[config.mk]
export PLATFORM = sky130hd
export DESIGN_NAME = irq_pending_ctrl
export DESIGN_NICKNAME = d
export VERILOG_FILES = /design/src/rtl/irq_ctrl_pkg.sv /design/src/rtl/irq_prio_enc.sv /design/src/rtl/irq_pending_ctrl.sv
export SDC_FILE = /design/constraint.sdc
export NUM_CORES = 1
export LEC_CHECK = 0
export ABC_AREA = 1
export CORE_MARGIN = 5
export CORE_UTILIZATION = 25
export DETAILED_ROUTE_END_ITERATION = 6
export PLACE_DENSITY_LB_ADDON = 0.3
export SYNTH_ARGS = -nofsm -noshare
export SYNTH_HDL_FRONTEND = slang
export SYNTH_SLANG_ARGS = --single-unit
[constraint.sdc]
create_clock -name clk -period 1.6 [get_ports clk]
set_clock_uncertainty 0.2 [all_clocks]
set_input_delay 0.16 -clock clk [delete_from_list [all_inputs] [get_ports clk]]
set_output_delay 0.16 -clock clk [all_outputs]
set_load 0.02 [all_outputs]
[src/rtl/irq_ctrl_pkg.sv]
// Shared definitions for the interrupt pending controller.
//   NUM_IRQ : number of request lines (8)
//   ID_W    : width of a request index (3)
//   state_t : presentation FSM state encoding
package irq_ctrl_pkg;

  localparam int NUM_IRQ = 8;
  localparam int ID_W    = 3;

  typedef enum logic {
    IDLE    = 1'b0,
    PRESENT = 1'b1
  } state_t;

endpackage

[src/rtl/irq_prio_enc.sv]
// Fixed-priority encoder used to pick the next request to present.
// The highest set index wins.
//   vec : candidate request vector
//   idx : index of the highest set bit (0 when vec is zero)
//   any : at least one bit of vec is set
module irq_prio_enc #(
  parameter int NUM_IRQ = irq_ctrl_pkg::NUM_IRQ,
  parameter int ID_W    = irq_ctrl_pkg::ID_W
) (
  input  logic [NUM_IRQ-1:0] vec,
  output logic [ID_W-1:0]    idx,
  output logic               any
);

  // Ascending scan: later (higher) indices overwrite earlier ones.
  always_comb begin
    idx = '0;
    for (int i = 0; i < NUM_IRQ; i++) begin
      if (vec[i]) idx = ID_W'(i);
    end
  end

  assign any = |vec;

endmodule

[src/rtl/irq_pending_ctrl.sv]
// Interrupt pending controller: captures rising edges on the request lines
// into a pending register, tracks overruns, applies a mask and presents the
// highest-index unmasked pending request over a valid/ready handshake.
//   clk, rst   : clock, synchronous active-high reset
//   en         : presentation enable (capture is unaffected)
//   irq_in     : raw level request lines
//   mask_we    : mask write strobe, mask_wdata is the new mask (1 = masked)
//   ovr_clr    : clears all overrun flags
//   irq_valid  : a request is presented, irq_id is its index
//   irq_ready  : consumer accepts the presented request
//   pending    : pending register
//   mask       : mask register
//   overrun    : sticky per-line overrun flags
module irq_pending_ctrl #(
  parameter int NUM_IRQ = irq_ctrl_pkg::NUM_IRQ,
  parameter int ID_W    = irq_ctrl_pkg::ID_W
) (
  input  logic               clk,
  input  logic               rst,
  input  logic               en,
  input  logic [NUM_IRQ-1:0] irq_in,
  input  logic               mask_we,
  input  logic [NUM_IRQ-1:0] mask_wdata,
  input  logic               ovr_clr,
  output logic               irq_valid,
  input  logic               irq_ready,
  output logic [ID_W-1:0]    irq_id,
  output logic [NUM_IRQ-1:0] pending,
  output logic [NUM_IRQ-1:0] mask,
  output logic [NUM_IRQ-1:0] overrun
);

  import irq_ctrl_pkg::*;

  state_t             state;
  state_t             state_nx;
  logic               valid_nx;
  logic [ID_W-1:0]    id_nx;

  logic [NUM_IRQ-1:0] irq_prev;
  logic [NUM_IRQ-1:0] edge_det;
  logic [NUM_IRQ-1:0] clr_vec;
  logic [NUM_IRQ-1:0] ovr_set;
  logic [NUM_IRQ-1:0] cand;
  logic [ID_W-1:0]    win_id;
  logic               win_any;
  logic               accept;

  assign edge_det = irq_in & ~irq_prev;
  assign accept   = irq_valid & irq_ready;
  assign clr_vec  = accept ? (NUM_IRQ'(1) << irq_id) : '0;
  // An edge on the line being accepted re-arms it rather than overrunning.
  assign ovr_set  = edge_det & pending & ~clr_vec;
  assign cand     = pending & ~mask;

  irq_prio_enc #(
    .NUM_IRQ (NUM_IRQ),
    .ID_W    (ID_W)
  ) u_prio (
    .vec (cand),
    .idx (win_id),
    .any (win_any)
  );

  // Capture, mask and overrun registers.
  always_ff @(posedge clk) begin
    if (rst) begin
      irq_prev <= '0;
      pending  <= '0;
      overrun  <= '0;
      mask     <= '1;
    end else begin
      irq_prev <= irq_in;
      pending  <= (pending & ~clr_vec) | edge_det;
      overrun  <= (ovr_clr ? '0 : overrun) | ovr_set;
      if (mask_we) mask <= mask_wdata;
    end
  end

  // Presentation FSM state and registered outputs.
  always_ff @(posedge clk) begin
    if (rst) begin
      state     <= IDLE;
      irq_valid <= 1'b0;
      irq_id    <= '0;
    end else begin
      state     <= state_nx;
      irq_valid <= valid_nx;
      irq_id    <= id_nx;
    end
  end

  // Once presented, the index is frozen until accepted; returning to IDLE
  // on accept gives the one-cycle bubble before the next presentation.
  always_comb begin
    state_nx = state;
    valid_nx = 1'b0;
    id_nx    = irq_id;
    case (state)
      IDLE: begin
        if (en && win_any) begin
          state_nx = PRESENT;
          valid_nx = 1'b1;
          id_nx    = win_id;
        end
      end
      PRESENT: begin
        valid_nx = 1'b1;
        if (irq_ready) begin
          state_nx = IDLE;
          valid_nx = 1'b0;
        end
      end
      default: begin
        state_nx = IDLE;
      end
    endcase
  end

endmodule
Yosys cells after proc, flatten, opt, wreduce, memory -nomap -nowiden
Cells that the tools add are included.
Cells by class
  shift-type cells: 1
  muxes and demuxes: 12
  reductions and logical operators: 3
  bitwise gates (word level): 12
Operator list (number)
  8-bit bitwise AND: 5
  8-bit NOT: 3
  8-bit 2-to-1 mux: 2
  8-bit bitwise OR: 2
  3-bit 2-to-1 mux: 4
  8-bit OR reduction: 1
  1-bit by 3-bit left shift with 8-bit output (first input constant): 1
  2-bit 2-to-1 mux: 2
  1-bit 2-to-1 mux: 3
  1-bit case mux with 2 select lines: 1
  2-bit AND reduction: 1
  1-bit bitwise AND: 1
  1-bit logical AND: 1
  1-bit NOT: 1
Storage, ports and cells
  word-level logic and storage cells: 34
  input bits: 22
  register bits after elaboration: 36

Longest topological paths before layout
  word-level depth: 9
  mapped depth: 9

By module
A second synthesis with hierarchy kept.
Unflattened totals
  cell total of the unflattened synthesis: 213
  area total of the unflattened synthesis: 1482.7 sq um
Modules (own cells, without submodules)
  irq_pending_ctrl: instances 1, cells an instance 193, sequential area each 720.7 sq um, area each 1405.1 sq um
  irq_prio_enc: instances 1, cells an instance 20, sequential area each 0.0 sq um, area each 77.6 sq um

Worst setup path before layout
No wires, ideal clock.
  path kind: register to register
  from: register mask[3]
  to: register irq_id[1]
  setup time: 0.113 ns
  stages on the path, launching flop included: 10
  period minus slack after synthesis: 1.353 ns
  path slack: 0.247 ns
  arrival time: 1.040 ns
  cells stage by stage: dfxtp_1 -> inv_1 -> nand2_2 -> nand2_2 -> nor2_2 -> nand2_4 -> nand3_4 -> nand2_1 -> nand2_1 -> nor2_1
On the way
  word-level cells in the longest chain between the ends: 7
  elaborated cells on any way between the ends: 10
  those cells by class: 5 x mux; 2 x bitwise; 3 x reduce/logical
RTL lines
  start: declaration: line irq_pending_ctrl.sv:29  | output logic [NUM_IRQ-1:0] mask,
  start signal: assignment: line irq_pending_ctrl.sv:76  | if (mask_we) mask <= mask_wdata;
  8-bit NOT *: line irq_pending_ctrl.sv:54  | assign cand = pending & ~mask;
  8-bit bitwise AND *: line irq_pending_ctrl.sv:54
  2-bit 2-to-1 mux: line irq_prio_enc.sv:19  | if (vec[i]) idx = ID_W'(i);
  3-bit 2-to-1 mux (4 in series): line irq_prio_enc.sv:19
  end signal: assignment: line irq_pending_ctrl.sv:89  | irq_id <= id_nx;
  end: declaration: line irq_pending_ctrl.sv:27  | output logic [ID_W-1:0] irq_id,
Mark *: on every way between the ends. The rest lies on a longest branch, timed or not.
A chain may end at the register's enable or synchronous reset.

Worst setup path in the final report
  from: register irq_id[0]
  to: output irq_id[0]
No word-level cell between the ends.

==> metrics.csv <==
metric,value,unit
required,1240,ps
leakagePower,1.12,nW
cts-root-buf,clkbuf_8,
hold_viol,0,
drcViolationCount,0,
gp_congestion,0.798,
final_cell_mix,"nand2_1 (38), dfxtp_1 (36), inv_1 (33)",
clk_path_buf_depth,2,
core,5850,um^2
max_cap_violations,0,
synth_xor_area_frac,0,
grt_usage,0.109,
vias,1361,
die_w,86.9,um
antenna_found_initial,0,
first_iter_violations,31,
setup_violations,0,
die-area,7560,um^2
synth_top_family_by_area,simple AND/OR/NAND/NOR gates,
ant_nets,0,
grt-ovfl-total,0,
hp-class,input pin to register,
synthCells,196,
start_util,0.253,
mostFrequentLayoutCell,nand2_1,
grt_pass1_vias,1406,
dp_hpwl,2820,um
rows,28,
drive_above_1_share,0.114,
synth.distinct_cells,21,
setup_tns,0,ps
area_delta_synth_final,48.1,%
syn_nets,218,
layout_min_cycle_time,1450,ps
syn_avg_cell_area,7.55,um^2
yosys_warnings,0,
hold_buffers,0,
ys_seq_elements,36,
synth_seq_area_share,0.487,
cp-end-kind,output port,
startpoint_type,register,
fmax,0.690,GHz
n_antenna_cell,0,
max_slew_margin,0.797,
path_buf_inv,1,
die_y,86.9,um
wirelength,3740,um
cts.reportedPaths.clkPinSlew,70,ps
drt_first_pass_iters,4,
powerDensity,945,nW/um^2
slowest_stage,dfxtp_1,
vias_per_cell,4.14,
synthSimpleGateAreaFrac,0.271,
grt_pass1_wl,6480,um
cts_buffers,5,
tightest_slew,304,ps
crit_chain,dlygate4sd2_1,
cts_sinks,36,
clkLatencyLatePin,290,ps
cpPeakStageDelay,430,ps
peakVddDrop,455,uV
routedWlPerCell,11.4,um
synthAdderAreaFrac,0,
final_max_slew_viol_count,0,
cp_top_family,flip-flops,
ios,50,
period_share,0.906,
grt_max_degree,35,
worstSetupPathType,register to output port,
nets,275,
cp_max_fo,6,
netlist_area,1480,um^2
htreeDepth,2,
port_buffers,49,
cts_tree,yes,
cp.arrival,1090,ps
synthMuxAreaShare,0,
hold_ws,252,ps
rsz0062_at_grt,no,
synth_compound_area_frac,0.138,
status,"finished, final reports clean",
[sequential cells by signal, indices dropped and copies added, names as in the netlist]
register,count
irq_id,3
mask,8
state,1
pending,8
irq_prev,8
overrun,8
[path summary, 6_finish.rpt]
kind | start | end | slack, ps | depth (start not counted)
min | irq_in[7] | irq_prev[7]$_SDFF_PP0_ | 250 | 3
max reg2reg | pending[1]$_SDFF_PP0_ | irq_id[1]$_SDFFE_PP0P_ | 280 | 9
min reg2reg | overrun[7]$_SDFF_PP0_ | overrun[7]$_SDFF_PP0_ | 260 | 2
max | irq_id[0]$_SDFFE_PP0P_ | irq_id[0] | 150 | 1
[metal layers]
metal,routed length [um],up-vias,global-route usage
met4,80,0,0.0510
met5,0,-,0
met3,250,9,0.0303
met2,1650,44,0.177
li1,-,730,-
met1,1750,578,0.134
[cell type report]
type | count | area [um^2]
fillers | 621 | 3660
flip-flops and latches | 36 | 721
multi-input cells | 120 | 606
repair buffers | 55 | 551
inverters | 35 | 131
well taps | 75 | 93.8
clock buffers | 8 | 90.1
[cell families (layout without fill, tap and decap cells)]
logic type,after synthesis,after routing
DFF,36,36
and+or+nand+nor,82,82
buffers and inverters,40,98
AOI/OAI and AO/OA,38,38
[per-stage QoR]
step	setup slack [ps]	cell area [um^2]	utilization	total power [W]	std cells
CTS	2.96	2170	0.370	0.00211	329
finish	151	2190	0.375	0.00207	329
floorplan	247	1480	-	0.00124	196
detailed placement	-19.0	2100	0.359	0.00146	321
global placement	32.8	2100	0.359	0.00146	321
global route	99.5	2190	0.375	0.00219	329
[synth_stat cells]
cell | n | area (um^2)
nor2_4 | 1 | 11.3
buf_2 | 3 | 15.0
nand2_2 | 8 | 50.1
nand4_1 | 7 | 43.8
nand2_4 | 1 | 11.3
a21boi_1 | 1 | 7.51
a21oi_1 | 25 | 125
clkbuf_1 | 2 | 7.51
nor3_4 | 1 | 16.3
o21a_1 | 3 | 22.5
nand3_4 | 1 | 17.5
nor2_1 | 18 | 67.6
nand3_2 | 1 | 10.0
nand3_1 | 5 | 25.0
o21ai_0 | 8 | 40.0
inv_2 | 2 | 7.51
a31o_2 | 1 | 8.76
nor2_2 | 1 | 6.26
nand2_1 | 38 | 143
dfxtp_1 | 36 | 721
inv_1 | 33 | 124
[repair_timing]
action                     in CTS  in global routing
pin swaps                       0                  0
setup endpoints to repair      18                 10
buffers inserted                0                  0
resized for setup              18                 10
[power breakdown]
part | switching (W) | leakage [nW] | internal, W
registers | 0.0000387 | 0.298 | 0.000956
clock network | 0.000317 | 0.0455 | 0.000351
logic | 0.000224 | 0.773 | 0.000183
(Power assumes the default switching activity.)
